$ cat config.mk
export PLATFORM = sky130hd
export DESIGN_NAME = mem_port_arbiter
export DESIGN_NICKNAME = d
export VERILOG_FILES = /design/src/rtl/mem_arb_pkg.sv /design/src/rtl/rr_arb2.sv /design/src/rtl/mem_port_arbiter.sv
export SDC_FILE = /design/constraint.sdc
export NUM_CORES = 1
export LEC_CHECK = 0
export ABC_AREA = 1
export CORE_UTILIZATION = 42
export CTS_BUF_LIST = sky130_fd_sc_hd__clkbuf_4 sky130_fd_sc_hd__clkbuf_8 sky130_fd_sc_hd__clkbuf_16
export CTS_CLUSTER_SIZE = 14
export DETAILED_ROUTE_END_ITERATION = 10
export PLACE_DENSITY = 0.89
export SYNTH_ARGS = -nofsm -noshare
export SYNTH_HDL_FRONTEND = slang
export SYNTH_SLANG_ARGS = --single-unit
$ cat constraint.sdc
create_clock -name clk -period 1.75 [get_ports clk]
set_input_delay 0.175 -clock clk [delete_from_list [all_inputs] [get_ports clk]]
set_output_delay 0.175 -clock clk [all_outputs]
set_load 0.1 [all_outputs]
$ cat src/rtl/mem_arb_pkg.sv
// rtl/mem_arb_pkg.sv - shared state type and default widths for mem_port_arbiter
package mem_arb_pkg;
  localparam int DEF_ADDR_W = 10;
  localparam int DEF_DATA_W = 32;
  localparam int DEF_CNT_W  = 16;
  localparam int REQ_N      = 2;

  typedef enum logic [1:0] {IDLE, ISSUE, WAIT, RESP} arb_state_t;
endpackage

$ cat src/rtl/rr_arb2.sv
// rtl/rr_arb2.sv - combinational two-way round-robin pick; last_gnt is held by the parent
module rr_arb2 (
  input  logic [1:0] req,
  input  logic       last_gnt,
  output logic [1:0] gnt,
  output logic       gnt_idx
);
  always_comb begin
    gnt_idx = 1'b0;
    if (req == 2'b11) gnt_idx = ~last_gnt;
    else if (req[1])  gnt_idx = 1'b1;
    gnt = 2'b00;
    if (req != 2'b00) gnt = gnt_idx ? 2'b10 : 2'b01;
  end
endmodule

$ cat src/rtl/mem_port_arbiter.sv
// rtl/mem_port_arbiter.sv - two-requester sequencer for the single-port on-chip buffer
// Optional grant counters are built when ARB_STATS_EN is defined.
module mem_port_arbiter
  import mem_arb_pkg::*;
#(
  parameter int ADDR_W = DEF_ADDR_W,
  parameter int DATA_W = DEF_DATA_W
`ifdef ARB_STATS_EN
  ,
  parameter int CNT_W  = DEF_CNT_W
`endif
) (
  input  logic              clk,
  input  logic              reset,
  input  logic              req0,
  input  logic              we0,
  input  logic [ADDR_W-1:0] addr0,
  input  logic [DATA_W-1:0] wdata0,
  output logic              ack0,
  output logic [DATA_W-1:0] rdata0,
  input  logic              req1,
  input  logic              we1,
  input  logic [ADDR_W-1:0] addr1,
  input  logic [DATA_W-1:0] wdata1,
  output logic              ack1,
  output logic [DATA_W-1:0] rdata1,
  output logic              mem_chipselect,
  output logic              mem_read,
  output logic              mem_write,
  output logic [ADDR_W-1:0] mem_address,
  output logic [DATA_W-1:0] mem_writedata,
  input  logic [DATA_W-1:0] mem_readdata,
  output logic              busy
`ifdef ARB_STATS_EN
  ,
  output logic [CNT_W-1:0]  gnt_cnt0,
  output logic [CNT_W-1:0]  gnt_cnt1
`endif
);
  arb_state_t        r_state, w_state_nxt;
  logic              r_last_gnt, r_idx, r_we;
  logic              r_cs, r_rd, r_wr, r_ack0, r_ack1, r_busy;
  logic [ADDR_W-1:0] r_addr;
  logic [DATA_W-1:0] r_wdata, r_rdata0, r_rdata1;
  logic [REQ_N-1:0]  w_req, w_gnt;
  logic              w_gnt_idx, w_we_sel, w_issue, w_capture;

  assign w_req = {req1, req0};

  rr_arb2 u_rr_arb2 (
    .req      (w_req),
    .last_gnt (r_last_gnt),
    .gnt      (w_gnt),
    .gnt_idx  (w_gnt_idx)
  );

  assign w_we_sel = |(w_gnt & {we1, we0});

  always_comb begin
    w_state_nxt = r_state;
    w_issue     = 1'b0;
    w_capture   = 1'b0;
    case (r_state)
      IDLE: if (|w_req) begin
        w_issue     = 1'b1;
        w_state_nxt = ISSUE;
      end
      ISSUE: w_state_nxt = WAIT;
      WAIT: begin
        w_capture   = 1'b1;
        w_state_nxt = RESP;
      end
      RESP:    w_state_nxt = IDLE;
      default: w_state_nxt = IDLE;
    endcase
  end

  always_ff @(posedge clk) begin
    if (reset) begin
      r_state    <= IDLE;
      r_last_gnt <= 1'b1;
      r_idx      <= 1'b0;
      r_we       <= 1'b0;
      r_cs       <= 1'b0;
      r_rd       <= 1'b0;
      r_wr       <= 1'b0;
      r_addr     <= '0;
      r_wdata    <= '0;
      r_ack0     <= 1'b0;
      r_ack1     <= 1'b0;
      r_rdata0   <= '0;
      r_rdata1   <= '0;
      r_busy     <= 1'b0;
    end else begin
      r_state <= w_state_nxt;
      r_busy  <= (w_state_nxt != IDLE);
      // Strobes live for exactly the ISSUE cycle.
      r_cs    <= w_issue;
      r_rd    <= w_issue & ~w_we_sel;
      r_wr    <= w_issue & w_we_sel;
      r_ack0  <= w_capture & ~r_idx;
      r_ack1  <= w_capture & r_idx;
      if (w_issue) begin
        r_idx      <= w_gnt_idx;
        r_last_gnt <= w_gnt_idx;
        r_we       <= w_we_sel;
        r_addr     <= w_gnt_idx ? addr1 : addr0;
        r_wdata    <= w_gnt_idx ? wdata1 : wdata0;
      end
      if (w_capture && !r_we) begin
        if (r_idx) r_rdata1 <= mem_readdata;
        else       r_rdata0 <= mem_readdata;
      end
    end
  end

  assign mem_chipselect = r_cs;
  assign mem_read       = r_rd;
  assign mem_write      = r_wr;
  assign mem_address    = r_addr;
  assign mem_writedata  = r_wdata;
  assign ack0           = r_ack0;
  assign ack1           = r_ack1;
  assign rdata0         = r_rdata0;
  assign rdata1         = r_rdata1;
  assign busy           = r_busy;

`ifdef ARB_STATS_EN
  logic [CNT_W-1:0] r_gnt_cnt0, r_gnt_cnt1;

  always_ff @(posedge clk) begin
    if (reset) begin
      r_gnt_cnt0 <= '0;
      r_gnt_cnt1 <= '0;
    end else begin
      if (w_issue && w_gnt[0] && !(&r_gnt_cnt0)) r_gnt_cnt0 <= r_gnt_cnt0 + 1'b1;
      if (w_issue && w_gnt[1] && !(&r_gnt_cnt1)) r_gnt_cnt1 <= r_gnt_cnt1 + 1'b1;
    end
  end

  assign gnt_cnt0 = r_gnt_cnt0;
  assign gnt_cnt1 = r_gnt_cnt1;
`endif
endmodule

==> flow_summary.ini <==
[clocking]
cts_tree = built
post_cts_resized = 0
cts_buffers = 17
cts_root_buf = clkbuf_16
h-tree-depth = 4
cts_setup_buffers = 0
clk_pin_slew_worst_paths_ns = 0.05
max-clock-path-buffers = 2
clock_sinks = 117
holdBufCountCts = 0
clock_latency_ns = 0.40

[global_route]
grt_first_pass_wirelength_mm = 23.7
grtUsageTotal = 0.235
antenna_found_initial = 0
grt_max_degree = 85
overflow = 0
first_global_vias = 4979

[critical_path]
critPathKind = register to register
worst_setup_path_start_kind = register
critical_path.top_delay_family = buffers and inverters
crit_chain = inv_1 -> ha_1 -> inv_1 -> nor2_2 -> buf_4 -> nand3_1 -> a21oi_1
required_ns = 2.07
worstPathMaxFanout = 32
critical-path-slowest-cell = buf_4
cp.buffers_inverters = 3
endpoint_kind = register
crit_top_cell = inv_1
slowest_delay_ns = 0.34
worst_ep_arrival_time_ns = 1.89

[logic_synthesis]
synth-seq-cells = 117
netlist-cell-type-count = 19
synth_area_leader_cell = dfxtp_1
synth.most_common_cell = nand2_1
synth_compound_area_frac = 0.129
synthTopCellsByCount = nand2_1, nor2_1, dfxtp_1
synth_edf_count = 0
async_reset_ff_frac = 0
seq_area_frac_synth = 0.456
synthCells = 745
synth_ff_type = dfxtp_1
synthesis.area_mm2 = 0.00513
yosys-top-cells-area = dfxtp_1, nand2_1, nor2_1
ys_warn_count = 0
synth_fp_nets = 870
syn_area_per_cell_um2 = 6.89
synth_top_family_by_area = simple AND/OR/NAND/NOR gates
yosysTopAreaCellShare = 0.456
synthXorXnorAreaFrac = 0
synthSimpleGateAreaFrac = 0.321
synth-adder-area-share = 0.00732
synth_mux_area_frac = 0

[floorplan]
start_util = 0.429
io_pins = 234
die_y_um = 113
die_w_um = 113
core-area_mm2 = 0.0120
fp-row-count = 40
die_area_mm2 = 0.0127

[placed_design]
dp_hpwl_mm = 10.2
placed_area_mm2 = 0.00734
io_buffers = 233
gp_congestion = 0.797

[cells_and_area]
area_growth_pct = 54.9
antenna_cells = 0
fin_nets = 1085
drive_gt1_frac = 0.173
stdcell_area_mm2 = 0.00795
fillCellCount = 1041

[flow_run]
cap_violations = 0

[timing]
fmax_ghz = 0.638
skew_ns = 0.00862
timing.hold.ws_ns = 0.198
slew_headroom = 0.768
fin_tns_setup_ns = 0
rsz0062_at_grt = false
hold_viol = 0
period_needed_ns = 1.57
slew_viol_final = 0
timing.final.crit_share = 0.896
tightest_slew_ns = 0.349
setup_viol = 0

[drt]
detail-route-antenna-nets = 0
dr.pass1.iters = 4
drt_iter0_drc = 400
avgViaCountPerCell = 4.82
wl_mm = 14.6
num_vias = 5395
wl_per_cell_um = 13.0
drc = 0

[worst_hold_path]
hold_path_class = input pin to register

[status]
status = completed

[pwr]
p_leak_nw = 3.59
vdd.ir_drop.worst_uv = 1750
p_per_area_mw_per_mm2 = 1920
[tightest hold or removal path: stages]
cell and delay [ns]:
buf_2 0.16, nand3_1 0.14, a21oi_1 0.07
[routing by layer]
layer,track usage,share of wire,vias up
met5,0,0,-
met4,0.0827,0.014,0
met3,0.0842,0.087,16
met2,0.405,0.48,220
met1,0.270,0.42,2378
li1,-,-,2781
[power breakdown]
| group | internal (mW) | switching, mW | total, mW |
|---|---|---|---|
| Sequential | 3.30 | 0.336 | 3.63 |
| Combinational | 1.91 | 6.18 | 8.09 |
| Clock | 2.29 | 1.28 | 3.57 |
| Total | 7.49 | 7.80 | 15.3 |
[sequential cells by signal (all words and copies together) (netlist names)]
| signal | count |
|---|---|
| rdata0 | 32 |
| mem_address | 10 |
| rdata1 | 32 |
| r_state | 2 |
| ack1 | 1 |
| mem_chipselect | 1 |
| r_we | 1 |
| mem_writedata | 32 |
| busy | 1 |
| mem_write | 1 |
| mem_read | 1 |
| r_idx | 1 |
| ack0 | 1 |
| r_last_gnt | 1 |
[cells in the final DEF, fill, tap and decap left out, types with 25 or more instances in the layout]
cell type / netlist / routed
nand2_1: 170 / 170
nor2_1: 155 / 155
buf_4: 2 / 122
clkdlybuf4s50_1: 0 / 120
dfxtp_1: 117 / 117
nand3_1: 80 / 80
inv_1: 52 / 51
a21oi_1: 33 / 33
o21ai_0: 33 / 33
a21boi_0: 25 / 25
[kinds of logic after synthesis]
| kind of cell | after synthesis |
|---|---|
| and+or+nand+nor | 409 |
| DFF | 117 |
| AOI/OAI and AO/OA | 109 |
| buffers and inverters | 107 |
| adders and majority gates | 3 |
[through the flow]
stage | instances | power [mW] | setup WS, ns | utilization
after global routing | 1120 | 16.0 | 0.00214 | 0.665
after detailed placement | 1088 | 11.8 | 0.189 | 0.613
after floorplan | 745 | 9.94 | 0.419 | -
final | 1120 | 15.3 | 0.182 | 0.665
after CTS | 1120 | 15.4 | 0.194 | 0.665
after global placement | 1088 | 11.7 | 0.219 | 0.613
[layout make-up]
cell class	count	area (µm²)	area share
Clock buffer	18	439	0.0552
Clock inverter	14	175	0.0220
Inverter	53	199	0.0250
Multi-Input combinational cell	521	2350	0.295
Sequential cell	117	2340	0.295
Tap cell	147	184	0.0231
Timing Repair Buffer	250	2260	0.285
[worst paths after layout]
path	depth (start not counted)	slack [ns]	end	startpoint
max	7	0.18	rdata0[29]	r_state[0]
min	3	0.20	r_idx	req1
max reg2reg	7	0.18	rdata0[29]	r_state[0]
min reg2reg	2	0.46	rdata0[5]	rdata0[5]
Note: power is estimated with default switching activity, not from simulation.
==> edit 1: new RTL, same settings <==
The option `ARB_STATS_EN` is turned on by a define.
--- a/src/rtl/mem_port_arbiter.sv
+++ b/src/rtl/mem_port_arbiter.sv
@@ -1,4 +1,6 @@
 // rtl/mem_port_arbiter.sv - two-requester sequencer for the single-port on-chip buffer
 // Optional grant counters are built when ARB_STATS_EN is defined.
+`define ARB_STATS_EN
+
 module mem_port_arbiter
   import mem_arb_pkg::*;
Behaviour (old outputs only; new: gnt_cnt0 and gnt_cnt1): unchanged (equiv_simple and equiv_induct, registers matched by name and starting in step).
==> edit 1 against the original RTL <==
Via count rose by 24%. Clock power rose by 5%. Design area rose by 18%. Hold slack improved by 0.041 ns. Area after synthesis rose by 21%. Sequential power rose by 14%. Final cell count rose by 16%. Worst setup slack got worse by 0.0047 ns. Sequential cell count rose by 32. Routed wire length rose by 30%. Total power fell by 12%. Critical path depth rose by 1. Critical path type unchanged.
==> edit 1: results (changes against the original RTL) <==
| Metric | Value |
|---|---|
| DR vias | `6,679 (was 5,395)` |
| Unique masters post-synth | `27 (was 19)` |
| DRT met1 WL | `7480 microns (was 6160 microns)` |
| Largest net degree at the start of global routing | `56 (was 85)` |
| Dpl cell area | `0.00876 sq mm (was 0.00734 sq mm)` |
| DP HPWL | `13,200 microns (was 10,200 microns)` |
| Fill cells | `1,195 (was 1,041)` |
| Hold Path Cell Cnt | `4 (was 3)` |
| First-pass GRT wire length | `28,900 microns (was 23,700 microns)` |
| Routed len/inst | `14.6 microns (was 13.0 microns)` |
| FF-to-FF End | `gnt_cnt0[0] (was rdata0[29])` |
| Fin util | `64.7% (was 66.5%)` |
| Hold Worst Slack | `0.239 ns (was 0.198 ns)` |
| Outcome | `complete, no violations (unchanged)` |
| Layout cells sized above 1 | `22.5% (was 17.3%)` |
| GRT met2 Usage | `40.6% (was 40.5%)` |
| M3 GR Usage | `7.55% (was 8.42%)` |
| Worst Skew | `0.00738 ns (was 0.00862 ns)` |
| Hold Startpoint | `reset (was req1)` |
| WL met2 | `9470 microns (was 6940 microns)` |
| GRT met1 Usage | `28.7% (was 27.0%)` |
| DR iter-0 viols | `516 (was 400)` |
| R2R cell count | `8 (was 7)` |
| Clock Latency Late Sink | `0.42 ns (was 0.40 ns)` |
| Worst hold endpoint | `r_last_gnt (was r_idx)` |
| Worst slack, placed | `0.0121 ns (was 0.189 ns)` |
-- edit 1: timing repair --
action	4_1_cts	5_1_grt
endpoints found under the setup margin	0	2
gates resized for setup	0	1
hold buffers	0	0
-- edit 1: kinds of logic (layout without fill, tap and decap cells) --
| family | after synthesis | in the layout | share of synthesized area (%) |
|---|---|---|---|
| and+or+nand+nor | 424 | 424 | 28.9 |
| AOI/OAI and AO/OA | 183 | 183 | 15.6 |
| DFF | 149 | 149 | 48.0 |
| adders and majority gates | 5 | 5 | 1.01 |
| xor gates and xnor gates | 9 | 9 | 1.27 |
| buffers and inverters | 80 | 340 | 5.28 |
-- edit 1: how the worst max path moves through the flow --
stage	start	end	slack, ns	cells past startpoint
after detailed placement	req1	gnt_cnt0[0]	0.01	7
after global placement	req1	gnt_cnt0[6]	0.12	7
after global routing	r_state[0]	gnt_cnt1[13]	0.04	9
after floorplan	gnt_cnt1[13]	gnt_cnt1[15]	0.09	6
after CTS	r_state[0]	gnt_cnt1[13]	0.14	9
final	gnt_cnt0[0]	gnt_cnt0[0]	0.18	8
-- edit 1: critical path, delay by kind of cell, from the launching register on --
family | cells | cell delay (ns)
simple gates | 6 | 0.76
flops | 1 | 0.35
compound gates | 1 | 0.14
fa+ha+maj | 1 | 0.23
-- edit 1: final cells by class --
cell class                      count  share of cell area, %
Clock buffer                       22                   5.08
Clock inverter                      8                   1.35
Inverter                           30                   1.20
Multi-Input combinational cell    621                   31.1
Sequential cell                   149                   32.4
Tap cell                          184                   2.46
Timing Repair Buffer              280                   26.4
-- edit 1: power groups by stage --
stage	Combinational [mW]	Sequential [mW]	Clock, mW
global route	5.80	4.21	3.94
detailed placement	5.55	4.20	0
floorplan	1.10	7.25	0
global placement	5.51	4.19	0
CTS	5.57	4.15	3.78
finish	5.56	4.15	3.74
==> edit 2: new RTL, same settings <==
Made on the original files. The 4 states of `arb_state_t` get a one-hot encoding in 4 bits.
--- a/src/rtl/mem_arb_pkg.sv
+++ b/src/rtl/mem_arb_pkg.sv
@@ -6,5 +6,5 @@
   localparam int REQ_N      = 2;
 
-  typedef enum logic [1:0] {IDLE, ISSUE, WAIT, RESP} arb_state_t;
+  typedef enum logic [3:0] {IDLE = 4'b0001, ISSUE = 4'b0010, WAIT = 4'b0100, RESP = 4'b1000} arb_state_t;
 endpackage
 
Function: no difference found for any inputs over 10 cycles, from zero or initial values and one cycle with reset high; not proved beyond that.
==> edit 2 against the original RTL <==
Critical path depth is the same. Global-route usage shrank 1.3 points. Highest routed layer unchanged. Critical path type unchanged. Area after synthesis grew 3.8%. Design area grew 2.0%. Clock skew is essentially flat. Worst setup slack gained 0.29 ns. Routed wire length shrank 3.3%. Sequential cell count grew 2.
Power is not compared: it rests on default switching activity, and its combinational part moved more than twofold at a synthesized area within 25%.
==> edit 2: results (changes against the original RTL) <==
| Metric | Value |
|---|---|
| LEAKAGE | `4.37 nW` |
| DP HPWL | `9970 microns (was 10,200 microns)` |
| Async SR Flop Fraction | `0% (unchanged)` |
| M3 GR Usage | `9.69% (was 8.42%)` |
| DR iter-0 viols | `332 (was 400)` |
| Hold WC Path Type | `in -> reg (unchanged)` |
| Placer Congestion | `0.778 (was 0.797)` |
| Fill cells | `1,062 (was 1,041)` |
| Crit-path max FO | `37 (was 32)` |
| Drt via density | `4.33 (was 4.82)` |
| CTS Root Cell | `clkbuf_16 (unchanged)` |
| Port Buffers | `233 (unchanged)` |
| H-tree depth | `4 (unchanged)` |
| GRT met1 Usage | `23.2% (was 27.0%)` |
| Pre-Repair DR Iteration Count | `4 (unchanged)` |
| Worst Skew | `0.00844 ns (was 0.00862 ns)` |
| GRT met2 Usage | `38.9% (was 40.5%)` |
| Setup repair bufs after CTS | `0 (unchanged)` |
| Slowest cell on crit path | `buf_4 (unchanged)` |
| Largest net degree at the start of global routing | `90 (was 85)` |
| Avg Inst Size Synth | `6.21 sq um (was 6.89 sq um)` |
| Vias in the first global route | `4,995 (was 4,979)` |
| Ant diodes | `0 (unchanged)` |
| CTS max path bufs | `2 (unchanged)` |
| Clk pin slew, worst setup/hold paths | `0.05 ns (about the same)` |
| Clock Latency Late Sink | `0.41 ns` |
| First-pass GRT wire length | `22,800 microns (was 23,700 microns)` |
| Fin cells | `1,262 (was 1,120)` |
| PostCTS Resize Cnt | `0 (unchanged)` |
| Ys Warns | `0 (unchanged)` |
| Sw Share | `34.6%` |
| Tot GR Track Use | `22.3% (was 23.5%)` |
| Max incr delay on CP | `0.37 ns (was 0.34 ns)` |
| Outcome | `complete, no violations (unchanged)` |
| Layout cells sized above 1 | `15.2% (was 17.3%)` |
| DRT Wirelength | `14,100 microns (was 14,600 microns)` |
| CTS buffer count | `17 (unchanged)` |
| Post-Syn Nets | `980 (was 870)` |
| Antenna violations before repair | `0 (unchanged)` |
| Unique masters post-synth | `18 (was 19)` |
| Synth cell count leaders | `nand2_1 (348), nor2_1 (217), dfxtp_1 (119) (was nand2_1 (170), nor2_1 (155), dfxtp_1 (117))` |
| Seq/Total Area, Yosys | `44.7% (was 45.6%)` |
| Final nets | `1,204 (was 1,085)` |
| Area contributors post-synth | `dfxtp_1 (45%), nand2_1 (25%), nor2_1 (15%), inv_1 (8.0%), buf_2 (2.1%) (was dfxtp_1 (46%), nand2_1 (12%), nor2_1 (11%), nand3_1 (7.8%), inv_1 (3.8%))` |
| Max VDD drop | `801 uV` |
| Relative slew slack | `75.2% (was 76.8%)` |
## edit 2: cell types whose count changed after synthesis, moves of 3 or more
cell and delta:
nand2_1 +178, nand3_1 -75, nor2_1 +62, inv_1 +61, o21ai_0 -33, a21oi_1 -32, a21boi_0 -25, a21boi_1 -17
clkbuf_1 -16, buf_6 +6, buf_2 -3, ha_1 -3
## edit 2: kinds of logic after synthesis
logic type | count (synthesis) | share of synthesized area, %
and+or+nand+nor | 580 | 42.5
buffers and inverters | 157 | 12.6
DFF | 119 | 44.7
AOI/OAI and AO/OA | 2 | 0.211
## edit 2: metal layers
layer  share of wire, %  up-vias
met5                  0        -
met3                 10       28
met1                 40     2350
met2                 48      177
li1                   -     2904
met4                2.2        0
## edit 2: through the flow
| step | util, % | worst slack [ns] | cell area (sq um) |
|---|---|---|---|
| after floorplan | - | 0.457 | 5330 |
| after global placement | 61.7 | 0.193 | 7500 |
| after detailed placement | 61.7 | 0.121 | 7500 |
| after CTS | 66.7 | 0.457 | 8110 |
| after global routing | 66.7 | 0.343 | 8110 |
| final | 66.7 | 0.469 | 8110 |
## edit 2: final timing paths
| kind | cells past startpoint | slack (ns) | from | endpoint |
|---|---|---|---|---|
| worst max-delay path | 7 | 0.47 | r_last_gnt | mem_writedata[23] |
| worst min-delay path | 3 | 0.37 | mem_readdata[31] | rdata1[31] |
| worst max register to register | 7 | 0.47 | r_last_gnt | mem_writedata[23] |
| worst min register to register | 2 | 0.48 | r_we | r_we |
## edit 2: power by group through the flow
stage	clock network [mW]	logic [mW]	registers (mW)
floorplan	0	0.671	4.29
global placement	0	2.59	3.05
detailed placement	0	2.61	3.06
CTS	3.64	2.62	3.01
global route	3.78	2.78	3.03
finish	3.57	2.61	3.01
## edit 2: layout make-up
type	count	share of cell area, %
multi-input combinational	582	28.0
timing repair buffer	246	27.1
inverter	116	5.38
sequential	119	29.4
clock inverter	9	1.51
clock buffer	22	6.01
tap	168	2.59
## edit 2: critical path: cells and delay by family, from the launching register on
kind / cells / cell delay [ns]
DFF: 1 / 0.33
buffers and inverters: 1 / 0.37
and+or+nand+nor: 6 / 0.50
